File: src/rtl/hamming_pkg.sv
// Shared constants and types for the Hamming(21,16) scrub controller.
package hamming_pkg;

    localparam int CW_W   = 21;
    localparam int DATA_W = 16;
    localparam int SYN_W  = 5;

    // Parity bits sit at power-of-two positions 1,2,4,8,16 (bit index = position-1)
    localparam int P1_IDX  = 0;
    localparam int P2_IDX  = 1;
    localparam int P4_IDX  = 3;
    localparam int P8_IDX  = 7;
    localparam int P16_IDX = 15;

    typedef enum logic [1:0] {
        IDLE = 2'd0,
        CHK  = 2'd1,
        WB   = 2'd2,
        RESP = 2'd3
    } state_t;

    typedef enum logic {
        KIND_HOST  = 1'b0,
        KIND_SCRUB = 1'b1
    } kind_t;

    // Pull the 16 payload bits out of a codeword (data positions only)
    function automatic logic [DATA_W-1:0] cw_payload(input logic [CW_W-1:0] cw);
        return {cw[2], cw[6:4], cw[14:8], cw[20:16]};
    endfunction

endpackage

File: src/rtl/hamming_syndrome.sv
// Combinational syndrome check and single-bit correction of one codeword.
module hamming_syndrome
    import hamming_pkg::*;
(
    input  logic [CW_W-1:0]   i_cw,
    output logic [SYN_W-1:0]  o_syn,
    output logic [CW_W-1:0]   o_cw,
    output logic [DATA_W-1:0] o_data,
    output logic              o_corr,
    output logic              o_uncorr
);

    // Syndrome bit k covers every position whose binary index has bit k set
    always_comb begin
        o_syn = '0;
        for (int p = 1; p <= CW_W; p++) begin
            for (int k = 0; k < SYN_W; k++) begin
                if (((p >> k) & 1) == 1) begin
                    o_syn[k] = o_syn[k] ^ i_cw[p-1];
                end
            end
        end
    end

    // Syndromes 1..21 name the flipped position; 22..31 cannot be a single error
    always_comb begin
        o_cw     = i_cw;
        o_corr   = 1'b0;
        o_uncorr = 1'b0;
        if (o_syn != '0) begin
            if (o_syn <= SYN_W'(CW_W)) begin
                o_corr = 1'b1;
                o_cw[o_syn - 5'd1] = ~i_cw[o_syn - 5'd1];
            end else begin
                o_uncorr = 1'b1;
            end
        end
    end

    assign o_data = cw_payload(o_cw);

endmodule

File: src/rtl/hamming_scrub_ctrl.sv
// Single-port codeword memory owner: host reads vs. periodic background scrub,
// with one syndrome check per read and write-back of corrected single errors.
module hamming_scrub_ctrl
    import hamming_pkg::*;
#(
    parameter int ADDR_W         = 8,
    parameter int DEPTH          = 256,
    parameter int SCRUB_INTERVAL = 1024
) (
    input  logic              clk,
    input  logic              rst,
    input  logic              scrub_en,
    input  logic              host_req_valid,
    output logic              host_req_ready,
    input  logic [ADDR_W-1:0] host_addr,
    output logic              host_rsp_valid,
    input  logic              host_rsp_ready,
    output logic [15:0]       host_rsp_data,
    output logic              host_rsp_corr,
    output logic              host_rsp_uncorr,
    output logic [ADDR_W-1:0] mem_addr,
    output logic              mem_re,
    input  logic [20:0]       mem_rdata,
    output logic              mem_we,
    output logic [20:0]       mem_wdata,
    output logic [15:0]       corr_cnt,
    output logic [15:0]       uncorr_cnt,
    output logic [ADDR_W-1:0] last_err_addr,
    output logic              busy
);

    localparam int INT_W = $clog2(SCRUB_INTERVAL);

    state_t              r_state;
    state_t              w_next;
    kind_t               r_kind;
    logic [ADDR_W-1:0]   r_addr;
    logic [ADDR_W-1:0]   r_scrub_ptr;
    logic [ADDR_W-1:0]   r_last_err;
    logic [INT_W-1:0]    r_int_cnt;
    logic                r_due;
    logic [CW_W-1:0]     r_cw;
    logic [DATA_W-1:0]   r_data;
    logic                r_corr;
    logic                r_uncorr;
    logic [15:0]         r_corr_cnt;
    logic [15:0]         r_uncorr_cnt;

    logic [SYN_W-1:0]    w_syn;
    logic [CW_W-1:0]     w_cw;
    logic [DATA_W-1:0]   w_data;
    logic                w_corr;
    logic                w_uncorr;
    logic                w_host_go;
    logic                w_scrub_go;
    logic                w_int_wrap;
    logic                w_ptr_adv;

    // mem_rdata is valid in CHK, one cycle after the IDLE read strobe
    hamming_syndrome u_syn (
        .i_cw     (mem_rdata),
        .o_syn    (w_syn),
        .o_cw     (w_cw),
        .o_data   (w_data),
        .o_corr   (w_corr),
        .o_uncorr (w_uncorr)
    );

    // Host always wins; a due scrub only issues on an otherwise idle cycle
    assign w_host_go  = (r_state == IDLE) && host_req_valid;
    assign w_scrub_go = (r_state == IDLE) && !host_req_valid && r_due;
    assign w_int_wrap = (r_int_cnt == INT_W'(SCRUB_INTERVAL - 1));
    assign w_ptr_adv  = (r_kind == KIND_SCRUB) &&
                        ((r_state == WB) || ((r_state == CHK) && !w_corr));

    // Next-state selection
    always_comb begin
        w_next = r_state;
        case (r_state)
            IDLE: if (host_req_valid || r_due) w_next = CHK;
            CHK: begin
                if (w_corr)                  w_next = WB;
                else if (r_kind == KIND_HOST) w_next = RESP;
                else                         w_next = IDLE;
            end
            WB:   w_next = (r_kind == KIND_HOST) ? RESP : IDLE;
            RESP: if (host_rsp_ready) w_next = IDLE;
            default: w_next = IDLE;
        endcase
    end

    // Memory address mux: host/scrub address on issue, latched address on write-back
    always_comb begin
        mem_addr = '0;
        if (w_host_go)           mem_addr = host_addr;
        else if (w_scrub_go)     mem_addr = r_scrub_ptr;
        else if (r_state == WB)  mem_addr = r_addr;
    end

    assign mem_re          = w_host_go || w_scrub_go;
    assign mem_we          = (r_state == WB);
    assign mem_wdata       = (r_state == WB) ? r_cw : '0;
    assign host_req_ready  = (r_state == IDLE);
    assign host_rsp_valid  = (r_state == RESP);
    assign host_rsp_data   = (r_state == RESP) ? r_data : '0;
    assign host_rsp_corr   = (r_state == RESP) && r_corr;
    assign host_rsp_uncorr = (r_state == RESP) && r_uncorr;
    assign busy            = (r_state != IDLE);
    assign corr_cnt        = r_corr_cnt;
    assign uncorr_cnt      = r_uncorr_cnt;
    assign last_err_addr   = r_last_err;

    // FSM state and the transaction's address/kind captured at issue
    always_ff @(posedge clk or posedge rst) begin
        if (rst) begin
            r_state <= IDLE;
            r_kind  <= KIND_HOST;
            r_addr  <= '0;
        end else begin
            r_state <= w_next;
            if (w_host_go) begin
                r_kind <= KIND_HOST;
                r_addr <= host_addr;
            end else if (w_scrub_go) begin
                r_kind <= KIND_SCRUB;
                r_addr <= r_scrub_ptr;
            end
        end
    end

    // Capture the check result and update error bookkeeping in CHK
    always_ff @(posedge clk or posedge rst) begin
        if (rst) begin
            r_cw         <= '0;
            r_data       <= '0;
            r_corr       <= 1'b0;
            r_uncorr     <= 1'b0;
            r_corr_cnt   <= '0;
            r_uncorr_cnt <= '0;
            r_last_err   <= '0;
        end else if (r_state == CHK) begin
            r_cw     <= w_cw;
            r_data   <= w_data;
            r_corr   <= w_corr;
            r_uncorr <= w_uncorr;
            if (w_syn != '0) r_last_err <= r_addr;
            if (w_corr && (r_corr_cnt != 16'hFFFF))
                r_corr_cnt <= r_corr_cnt + 16'd1;
            if (w_uncorr && (r_uncorr_cnt != 16'hFFFF))
                r_uncorr_cnt <= r_uncorr_cnt + 16'd1;
        end
    end

    // Scrub pointer steps once per completed scrub, wrapping at DEPTH-1
    always_ff @(posedge clk or posedge rst) begin
        if (rst) begin
            r_scrub_ptr <= '0;
        end else if (w_ptr_adv) begin
            if (r_scrub_ptr == ADDR_W'(DEPTH - 1)) r_scrub_ptr <= '0;
            else                                   r_scrub_ptr <= r_scrub_ptr + ADDR_W'(1);
        end
    end

    // Interval timer and due flag; a fresh due beats a same-cycle issue so no tick is lost
    always_ff @(posedge clk or posedge rst) begin
        if (rst) begin
            r_int_cnt <= '0;
            r_due     <= 1'b0;
        end else if (!scrub_en) begin
            r_int_cnt <= '0;
            r_due     <= 1'b0;
        end else if (w_int_wrap) begin
            r_int_cnt <= '0;
            r_due     <= 1'b1;
        end else begin
            r_int_cnt <= r_int_cnt + INT_W'(1);
            if (w_scrub_go) r_due <= 1'b0;
        end
    end

endmodule

File: config.mk
export PLATFORM = sky130hd
export DESIGN_NAME = hamming_scrub_ctrl
export DESIGN_NICKNAME = d
export VERILOG_FILES = /design/src/rtl/hamming_pkg.sv /design/src/rtl/hamming_syndrome.sv /design/src/rtl/hamming_scrub_ctrl.sv
export SDC_FILE = /design/constraint.sdc
export NUM_CORES = 1
export LEC_CHECK = 0
export CORE_UTILIZATION = 51
export CTS_BUF_LIST = sky130_fd_sc_hd__clkbuf_16
export DETAILED_ROUTE_END_ITERATION = 8
export PLACE_DENSITY = 0.81
export SLEW_MARGIN = 20
export SYNTH_ARGS = -nofsm -noshare
export SYNTH_HDL_FRONTEND = slang
export SYNTH_SLANG_ARGS = --single-unit
File: constraint.sdc
create_clock -name clk -period 4.45 [get_ports clk]
set_input_delay 1.1125 -clock clk [delete_from_list [all_inputs] [get_ports clk]]
set_output_delay 1.1125 -clock clk [all_outputs]
set_load 0.01 [all_outputs]
==> flow_summary.yaml <==
die:
  start_util_pct: 53.5
  dieHeight_um: 107
  coreArea_sq_um: 10500
  rows: 37
  pin_count: 126
  die_area_sq_um: 11400
  die_x_um: 107
placed_design:
  dp.cells: 876
  post-dp-hpwl_um: 12100
  dpl_cell_area_sq_um: 7450
  io_buffers: 125
  routabilityCongestion: 0.943
setup_path:
  cp_top_family: "buffers and inverters"
  cpMaxStageDelayCell: "mux4_4"
  arrival_ns: 4.54
  critPathKind: "input port to register"
  end_kind: "register"
  cp-start-kind: "input port"
  cp_max_fo: 5
  crit_path_max_incr_delay_ns: 0.65
  path_buf_inv: 4
  path_cells: "clkdlybuf4s50_1 > xnor2_1 > buf_4 > xnor2_2 > xnor3_1 > ha_2 > inv_1 > ha_4 > mux4_4 > nand2b_4 > nor3_1 > o21bai_1 > buf_4 > nand3_1 > o211ai_1"
  reg2reg_slack_ns: 1.94
  cp_common_cell: "buf_4"
  required_ns: 4.71
grt:
  grt_remaining_overflow: 0
  grt_max_degree: 51
  grt_pass1_wl_um: 25600
  antenna_found_initial: 0
  grt.total_usage_pct: 29.0
  grt_pass1_vias: 5081
pwr:
  power.density_nw_per_um2: 612
  p_switching_mw: 1.86
  combPwrFrac_pct: 56.8
  pwr-share-seq_pct: 27.2
  p_int_mw: 2.89
  peakVddDrop_v: 0.000356
  leakagePower_nw: 3.51
  fin_total_pwr_mw: 4.75
  p_sw_share_pct: 39.1
  clkPwrFrac_pct: 16.0
synth:
  syn_area_sq_um: 5590
  synthCells: 568
  yosysUniqueCellTypes: 73
  synth_edf_count: 0
  synth_nets: 610
  synthArstFlopShare_pct: 100
  syn_avg_cell_area_sq_um: 9.85
  synth_largest_area_cell: "dfrtp_1"
  yosysWarnings: 0
  synth_top_flop_cell: "dfrtp_1"
  synth_top_area_share_pct: 41.6
  synth.area.top_cells: "dfrtp_1 (42%), xnor2_1 (7.2%), nand2_1 (6.0%)"
  ys_ff_latch: 93
  ys_seq_area_share_pct: 41.6
job:
  cap_violations: 0
detailed_routing:
  viasPerCell: 5.66
  drt_wl_total_um: 15700
  ant_nets: 0
  drc: 0
  dr.first_iter.drc_count: 276
  num_vias: 5045
  dr.pass1.iters: 4
  wl_per_cell_um: 17.6
clock_network:
  cts_tree: "built"
  cts-buffers-inserted: 9
  insertion_delay_ns: 0.34
  clk_pin_slew_ns: 0.07
  htree_levels: 3
  clockRootBuffer: "clkbuf_16"
  clk_path_buf_depth: 2
  cts.sinks: 93
sta:
  slew_headroom_pct: 47.3
  worst_pin_slew_ns: 0.790
  hold_violations: 0
  setup_viol: 0
  rsz0062_at_grt: "no"
  min_period_ns: 4.28
  timing.hold.ws_ns: 0.479
  clock_skew_ns: 0.00564
  max_freq_mhz: 234
  final_max_slew_viol_count: 0
  final.period_utilization_pct: 96.1
final_layout:
  drive_gt1_share_pct: 17.4
  multiInputGateArea_sq_um: 3130
  area_growth_pct: 38.9
  fin_area_sq_um: 7770
  register_area_sq_um: 2330
  fillCellCount: 809
  diodes: 0
  nets: 793
  final_cells: 891
status:
  status: "finished, final reports clean"
worst_hold_path:
  holdCritPathClass: "register to register"
-- power by group through the flow --
| stage | registers [mW] | clock network [mW] | logic (mW) |
|---|---|---|---|
| 6_report | 1.29 | 0.760 | 2.70 |
| 5_1_grt | 1.32 | 0.807 | 2.91 |
| 4_1_cts | 1.29 | 0.769 | 2.67 |
| 3_5_place_dp | 1.30 | 0 | 2.65 |
| 3_3_place_gp | 1.29 | 0 | 2.59 |
| 2_1_floorplan | 1.25 | 0 | 1.47 |
-- Yosys cell counts, types with 3 or more instances --
master / number
xnor2_1: 46
nor3_1: 6
a22oi_1: 8
inv_1: 9
dfrtp_1: 93
mux2i_1: 7
nand4_1: 20
xor2_1: 18
o211ai_1: 14
o211a_1: 4
buf_2: 3
ha_1: 8
and3_1: 32
and2_1: 31
and4_1: 3
a221o_1: 4
clkbuf_1: 17
nand2_1: 89
or4_1: 4
mux4_2: 3
nand3_1: 23
o31ai_1: 4
o21ai_0: 13
a21oi_1: 8
mux2_2: 9
nor2b_1: 5
nor2_1: 33
-- logic make-up (layout without fill, tap and decap cells) --
| group | count (synthesis) | count (layout) | share of synthesized area [%] |
|---|---|---|---|
| AO/OA/AOI/OAI | 78 | 78 | 10.8 |
| XOR/XNOR | 74 | 74 | 13.9 |
| adder cells (fa/ha/maj) | 8 | 8 | 1.79 |
| buffers and inverters | 35 | 222 | 2.97 |
| flip-flops | 93 | 93 | 41.6 |
| multiplexers | 21 | 21 | 5.19 |
| AND/OR/NAND/NOR | 259 | 259 | 23.8 |
-- registers in the layout, summed over array words and instances (netlist names) --
signal	count
corr_cnt	16
last_err_addr	8
r_addr	8
r_corr	1
r_cw	20
r_data	1
r_due	1
r_int_cnt	10
r_kind	1
r_scrub_ptr	8
r_state	2
r_uncorr	1
uncorr_cnt	16
-- metrics by stage --
step           setup TNS [ns]  setup slack (ns)  util (%)
2_1_floorplan               0            0.0634         -
3_3_place_gp            -2.33            -0.221      71.2
3_5_place_dp            -3.05            -0.246      71.2
4_1_cts                     0            0.0616      74.0
5_1_grt                     0           0.00938      74.2
6_report                    0             0.175      74.2
-- worst min-delay path, cell delays in order, from the launching register on --
cell and delay, ns:
dfrtp_1 0.34, nand2_1 0.05, nand2_1 0.06
-- worst paths after layout --
check	from	end	depth (start not counted)
max	mem_rdata[8]	r_cw[3]$_DFFE_PP0P_	15
min	r_uncorr$_DFFE_PP0P_	r_uncorr$_DFFE_PP0P_	2
max reg2reg	r_state[0]$_DFFE_PP0P_	last_err_addr[2]$_DFFE_PP0P_	5
min reg2reg	r_uncorr$_DFFE_PP0P_	r_uncorr$_DFFE_PP0P_	2
max in group asynchronous	rst	corr_cnt[1]$_DFFE_PP0P_	3
min in group asynchronous	rst	r_int_cnt[6]$_DFF_PP0_	2
-- area by class of cell --
cell class / count / share of cell area [%]
clock buffer: 9 / 2.90
clock inverter: 6 / 0.822
inverter: 10 / 0.499
multi-input combinational: 440 / 40.2
sequential: 93 / 30.0
tap: 136 / 2.19
timing repair buffer: 197 / 23.4
-- routing by layer --
metal  wire length (um)  track usage (%)  vias to the layer above
met5                  0                0                        -
met4                291             10.1                        0
met3                842             5.90                       21
met2               7640             48.4                      150
met1               6910             37.4                     2497
li1                   -                -                     2377
-- layout by cell type (no fill, tap or decap), drive strengths merged, types with 3 or more instances in the layout --
cell type,count
a31oi,3
mux2,9
xnor3,4
clkinv,4
a22oi,8
o31ai,6
o211ai,14
buf,72
xor2,21
and3,33
a221o,4
a21oi,8
or4,4
nor2,33
and4,3
nor3,6
and2,32
inv,10
or3,3
ha,8
nor2b,5
nand4,20
o211a,4
clkdlybuf4s50,125
o21ai,13
dfrtp,93
nand2,89
mux2i,7
clkbuf,9
mux4,5
nand3,25
xnor2,49
-- what timing repair did --
action	CTS	global route
buffers inserted	0	0
resized for setup	0	5
endpoints found under the setup margin	0	15
hold buffers	0	0
Note: power is estimated with default switching activity, not from simulation.
